===== src/rtl/stall_ctrl.sv =====
// Pipeline hazard controller: stall bus priority, post-jump flush sequencing, deadlock watchdog.
// Latency: stall_out/flush_out combinational same cycle; jump_pending_out/deadlock_out registered.
// Backpressure: rdy_in=0 freezes all stages and flush sequencing. Define STALL_PERF_EN for stall/flush counters.
module stall_ctrl #(
    parameter int FLUSH_CYCLES = 1,
    parameter int WDT_LIMIT    = 1024
) (
    input  logic        clk,
    input  logic        rst,
    input  logic        rdy_in,
    input  logic        stallreq_if,
    input  logic        stallreq_id,
    input  logic        stallreq_ex,
    input  logic        stallreq_mem,
    input  logic        jump_or_not,
    output logic [5:0]  stall_out,
    output logic        flush_out,
    output logic        jump_pending_out,
    output logic        deadlock_out,
    output logic [31:0] stall_cycles_out,
    output logic [31:0] flush_count_out
);

    typedef enum logic [1:0] {RUN, DEFER, FLUSH} state_t;

    localparam int CNT_W = 3;
    localparam int WDT_W = (WDT_LIMIT > 2) ? $clog2(WDT_LIMIT) : 1;
    localparam logic [CNT_W-1:0] CNT_RELOAD = CNT_W'(FLUSH_CYCLES - 1);
    localparam logic [WDT_W-1:0] WDT_MAX    = WDT_W'(WDT_LIMIT - 1);
    localparam state_t AFTER_FLUSH = (FLUSH_CYCLES > 1) ? FLUSH : RUN;

    state_t           state, state_nxt;
    logic [CNT_W-1:0] cnt, cnt_nxt;
    logic [WDT_W-1:0] wdt;
    logic             hold_ex;
    logic             flush;
    logic             stalled;

    // EX (and everything behind it) is held: a resolved jump cannot flush yet
    assign hold_ex = ~rdy_in | stallreq_mem | stallreq_ex;

    always_comb begin
        state_nxt = state;
        cnt_nxt   = cnt;
        flush     = 1'b0;
        case (state)
            RUN: begin
                if (jump_or_not && !hold_ex) begin
                    flush     = 1'b1;
                    state_nxt = AFTER_FLUSH;
                    cnt_nxt   = CNT_RELOAD;
                end else if (jump_or_not) begin
                    state_nxt = DEFER;
                end
            end
            DEFER: begin
                if (!hold_ex) begin
                    flush     = 1'b1;
                    state_nxt = AFTER_FLUSH;
                    cnt_nxt   = CNT_RELOAD;
                end
            end
            FLUSH: begin
                if (rdy_in) begin
                    flush = 1'b1;
                    if (jump_or_not) begin
                        cnt_nxt = CNT_RELOAD;
                    end else begin
                        cnt_nxt = cnt - 3'd1;
                        if (cnt == 3'd1)
                            state_nxt = RUN;
                    end
                end
            end
            default: state_nxt = RUN;
        endcase
        if (rst)
            flush = 1'b0;
    end

    // Fetch stall is dropped during a flush: that fetch is on the wrong path anyway
    always_comb begin
        stall_out = 6'b000000;
        if (rst)
            stall_out = 6'b000000;
        else if (!rdy_in)
            stall_out = 6'b111111;
        else if (stallreq_mem)
            stall_out = 6'b011111;
        else if (stallreq_ex)
            stall_out = 6'b001111;
        else if (stallreq_id)
            stall_out = 6'b000111;
        else if (stallreq_if && !flush)
            stall_out = 6'b000011;
    end

    assign flush_out        = flush;
    assign stalled          = (stall_out != 6'b000000);
    assign jump_pending_out = (state == DEFER);

    always_ff @(posedge clk) begin
        if (rst) begin
            state        <= RUN;
            cnt          <= '0;
            wdt          <= '0;
            deadlock_out <= 1'b0;
        end else begin
            state <= state_nxt;
            cnt   <= cnt_nxt;
            if (!stalled)
                wdt <= '0;
            else if (rdy_in && wdt != WDT_MAX)
                wdt <= wdt + 1'b1;
            if (stalled && wdt == WDT_MAX)
                deadlock_out <= 1'b1;
        end
    end

`ifdef STALL_PERF_EN
    logic [31:0] stall_cnt;
    logic [31:0] flush_cnt;

    // A flush sequence starts from RUN or DEFER; reloads inside FLUSH are not new sequences
    always_ff @(posedge clk) begin
        if (rst) begin
            stall_cnt <= '0;
            flush_cnt <= '0;
        end else begin
            if (stalled)
                stall_cnt <= stall_cnt + 32'd1;
            if (flush && state != FLUSH)
                flush_cnt <= flush_cnt + 32'd1;
        end
    end

    assign stall_cycles_out = stall_cnt;
    assign flush_count_out  = flush_cnt;
`else
    assign stall_cycles_out = 32'd0;
    assign flush_count_out  = 32'd0;
`endif

endmodule


===== config.mk =====
export PLATFORM = sky130hd
export DESIGN_NAME = stall_ctrl
export DESIGN_NICKNAME = d
export VERILOG_FILES = /design/src/rtl/stall_ctrl.sv
export SDC_FILE = /design/constraint.sdc
export NUM_CORES = 1
export LEC_CHECK = 0
export ABC_AREA = 0
export CAP_MARGIN = 20
export CORE_MARGIN = 2
export CORE_UTILIZATION = 35
export DETAILED_ROUTE_END_ITERATION = 8
export PLACE_DENSITY = 0.8
export RECOVER_POWER = 50
export REMOVE_ABC_BUFFERS = 1
export SYNTH_ARGS = -nofsm -noshare
export SYNTH_HDL_FRONTEND = slang
export SYNTH_SLANG_ARGS = --single-unit

===== constraint.sdc =====
create_clock -name clk -period 1.7 [get_ports clk]
set_input_delay 0.17 -clock clk [delete_from_list [all_inputs] [get_ports clk]]
set_output_delay 0.17 -clock clk [all_outputs]
set_load 0.01 [all_outputs]

# After elaboration in Yosys (flattened, before gate mapping)
# Index checks and enable logic that the tools add are counted.
# word_totals
register_bits	16
latch_bits	0
ramBits	0
rom_bits	0
inputBits	8
output_inout_bits	73
mem_count	0
# classes
addsub	2
mul	0
div	0
n_lt_le_gt_ge	0
n_eq_ne	11
shift	0
n_mux	23
bitwise	4
reduce_logical	12
# ops
op	count
$mux W3	5
$mux W2	7
$mux W6	2
$add A10 B1 Y10 const B	1
$eq A10 B10 Y1 const B	1
$ne A10 B10 Y1 const B	1
$ne A2 B2 Y1 const B	5
$pmux W3 S3	1
$pmux W2 S3	1
$reduce_bool A6 Y1	1
$mux W5	1
$reduce_and A5 Y1	1
$logic_and A1 B1 Y1	4
$mux W1	4
$mux W4	1
$reduce_and A4 Y1	1
$eq A3 B1 Y1 const B	1
$ne A3 B3 Y1 const B	1
$pmux W1 S3	1
$reduce_bool A3 Y1	1
$sub A3 B1 Y3 const B	1
$eq A2 B1 Y1 const B	1
$eq A2 B2 Y1 const B	1
$logic_not A1 Y1	2
4 further kinds	6

# Depth between registers and ports, before layout
# logic_depth
ltp_word	19
ltp_mapped	6
depth_no_buf	5

# Least setup slack after synthesis
# No wires, ideal clock.
# synth_path
kind	flip-flop to flip-flop
start	register wdt[0]
end	register wdt[0]
t_arrival_ps	1414
setup_slack_ps	171
path_stages_with_launch	7
n_path_buf	1
period_less_slack_ps	1529
cell_sequence	dfxtp_1 ha_1 clkbuf_1 inv_1 o31ai_2 xor2_1 nor2_1
# synth_via
elab_chain_cells	2
elab_cells_between_ends	3
classes_between	add/sub: 1; eq/ne: 1; reduce/logical: 1
# synth_rtl
element	line_no	text
from (decl)	34	logic [WDT_W-1:0] wdt;
from (signal assigned)	114	wdt <= wdt + 1'b1;
branches (longest 2 deep; another with $add A10 B1 Y10)	-	
# Parallel ways; which one is timed is not known.
# A chain may end at the register's enable or synchronous reset.

# Final worst setup path
# layout_path
start	input port stallreq_id
end	output port stall_out[2]
# layout_via
elab_chain_cells	5
# layout_rtl
element	line_no	text
from (decl)	12	input logic stallreq_id,
$mux W3	92	else if (stallreq_id)
$mux W4	90	else if (stallreq_ex)
$mux W5	88	else if (stallreq_mem)
$mux W6	86	else if (!rdy_in)
$mux W6	84	if (rst)
to (decl)	16	output logic [5:0] stall_out,
# Every way passes these cells.

==> flow_summary.yaml <==
floorplanning:
  rows: 21
  start_util: 0.358
  dieArea_sq_um: 3840
  die_y_um: 62.0
  num_io_pins: 81
  core_sq_um: 3280
  die_w_um: 62.0
routing:
  viasPerCell: 3.78
  vias: 801
  first_pass_iters: 4
  finalWirelength_mm: 1.71
  detail_route.iter0.violations: 13
  detail-route-antenna-nets: 0
  wl_per_cell_um: 8.05
  drc: 0
synth:
  yosys.area.top_type: "buf_4"
  yosys.area_share.simple: 0.179
  yosys_warnings: 0
  synthCells: 143
  synth_compound_area_frac: 0.126
  yosysUniqueCellTypes: 35
  synth_top_area_share: 0.421
  yosys-mux-area-fraction: 0
  ys_top_cells_by_area: "buf_4 (42%), dfxtp_1 (20%), nor2_1 (4.1%), a2111oi_4 (2.3%), xnor2_1 (2.2%)"
  synth-edff-count: 0
  synth_seq_cells: 12
  async_reset_ff_frac: 0
  synth_xor_area_frac: 0.0372
  syn_avg_cell_area_sq_um: 8.22
  synth_top_family_by_area: "buffers and inverters"
  synth_ff_type: "dfxtp_1"
  synth_fa_ha_area_frac: 0.0106
  yosysSeqAreaShare: 0.204
  syn_area_sq_um: 1180
finish:
  area_delta_synth_final_pct: 3.94
  ff_latch_area_sq_um: 240
  final_util: 0.372
  n_fill_cell: 356
  finalNonFillerCells: 212
  multiInputGateArea_sq_um: 668
  layout-drive-gt1-share: 0.139
  antennaDiodeCount: 0
  fin_nets: 176
min_path:
  min_to: "deadlock_out"
  min-delay-start: "deadlock_out"
  whs_path_depth: 2
  holdCritPathClass: "register to register"
timing:
  setup_violations: 0
  fin_tns_setup_ps: 0
  period_minus_slack_ps: 1620
  fmax_mhz: 619
  min_period_over_period: 0.950
  worst_clock_skew_ps: 8.23
  fin_ws_ps: 84.2
  rsz0062_at_grt: "false"
  hold_violations: 0
  maxSlewViolCount: 0
setup_path:
  crit_family: "buffers and inverters"
  startpoint_type: "primary input"
  rrSetupSlack_ps: 220
  ff2ff_path_depth: 5
  worstSetupPathType: "primary input to output port"
  path_common_cell: "clkdlybuf4s50_1"
  timing.rr.start: "wdt[0]"
  cp.arrival_ps: 1450
  path_max_fanout: 2
  crit_required_ps: 1530
  crit_buf_inv: 2
  path_cells: "clkdlybuf4s50_1 > nor4b_4 > nor2_1 > clkdlybuf4s50_1"
  rr_endpoint: "wdt[8]"
  critPathSlowestCell: "clkdlybuf4s50_1"
  cpPeakStageDelay_ps: 470
  cp-end-kind: "output port"
  crit_start: "stallreq_id"
job:
  max_cap_violations: 0
grt:
  grt_pass1_wl_mm: 2.57
  grt_pass1_vias: 643
  track_usage: 0.0902
  antenna_found_initial: 0
  grt.overflow.total: 0
  grt_max_degree: 9
cts:
  cts_tree: "built"
  cts_buffers: 3
  clock_path_buffers: 2
  clock_latency_ps: 270
  cts-root-buf: "clkbuf_4"
  htree_levels: 1
  cts.sinks: 12
  clk_pin_slew_ps: 80
placed_design:
  dp.cells: 207
  portBuffers: 16
  pre_cts_ws_ps: -268
  hpwl_mm: 1.39
  place_congestion: 0.791
pwr:
  total_power_mw: 0.680
  p_leak_nw: 0.581
  irDropWorstVdd_mv: 0.350
  powerDensity_nw_per_um2: 556
status:
  status: "finished, final reports clean"
Yosys cell counts, types with 2 or more instances:
master    instances
nor3b_1           2
nand2_1           6
nor2_1           13
buf_4            66
nand4_1           2
xnor2_1           3
inv_1             3
dfxtp_1          12
a31oi_1           2
nor3_1            2
xor2_1            2
clkbuf_1          2
nand3_1           4
o21ai_1           2
o211ai_1          2
final cells by class:
type,instances,area share
multi-input combinational,122,0.547
timing repair buffer,24,0.168
tap,46,0.0471
sequential,12,0.197
clock buffer,4,0.0297
inverter,4,0.0123
worst min-delay path, cell delays in order (launching register included):
cell     delay, ps
dfxtp_1        350
a41oi_1         50
nor2_1          70
worst max path at each step:
stage          cells after the start            to
6_report                           4  stall_out[2]
5_1_grt                            4  stall_out[2]
4_1_cts                            4  stall_out[0]
3_5_place_dp                       5  stall_out[0]
3_3_place_gp                       5  stall_out[0]
2_1_floorplan                      5        wdt[0]
per-stage QoR:
stage	instance area [sq um]	hold slack, ps
2_1_floorplan	910	242
3_3_place_gp	1180	467
3_5_place_dp	1180	492
4_1_cts	1230	512
5_1_grt	1220	536
6_report	1220	502
cells in the final DEF (no fill, tap or decap), types with 2 or more instances in the layout:
master           instances
o211ai_1                 2
clkbuf_4                 3
conb_1                  64
inv_1                    3
clkbuf_2                 2
clkdlybuf4s50_1         10
xor2_1                   2
nand2_1                  6
buf_4                    7
dfxtp_1                 12
nand4_1                  2
dlygate4sd2_1            3
nor3_1                   2
xnor2_1                  3
nor2_1                  13
nand3_1                  4
a31oi_1                  2
o21ai_1                  2
per-layer routing:
layer | GRT usage | vias to the layer above | wire length [um]
met2 | 0.147 | 43 | 798
li1 | - | 395 | -
met5 | 0 | - | 0
met1 | 0.103 | 359 | 734
met4 | 0.0608 | 0 | 32
met3 | 0.0228 | 4 | 140
cell families after synthesis:
| kind of cell | after synthesis |
|---|---|
| adder cells (fa/ha/maj) | 1 |
| buffers and inverters | 72 |
| AO/OA/AOI/OAI | 16 |
| other | 1 |
| XOR/XNOR | 5 |
| AND/OR/NAND/NOR | 36 |
| flip-flops | 12 |
registers in the layout (all words and copies together) (netlist names):
name,count
state,1
deadlock_out,1
wdt,10
report_power, final:
group          leakage [nW]  switching [mW]  total (mW)  internal, mW
logic                 0.462           0.106       0.157        0.0510
registers            0.0973         0.00750       0.295         0.288
clock network        0.0210          0.0979       0.228         0.130
total                 0.581           0.211       0.680         0.469
repair_timing:
action	4_1_cts	5_1_grt
hold buffers	0	0
setup endpoints to repair	5	4
pin swaps	0	1
resized for setup	9	3
buffers inserted	0	1
Note: power is estimated with default switching activity, not from simulation.
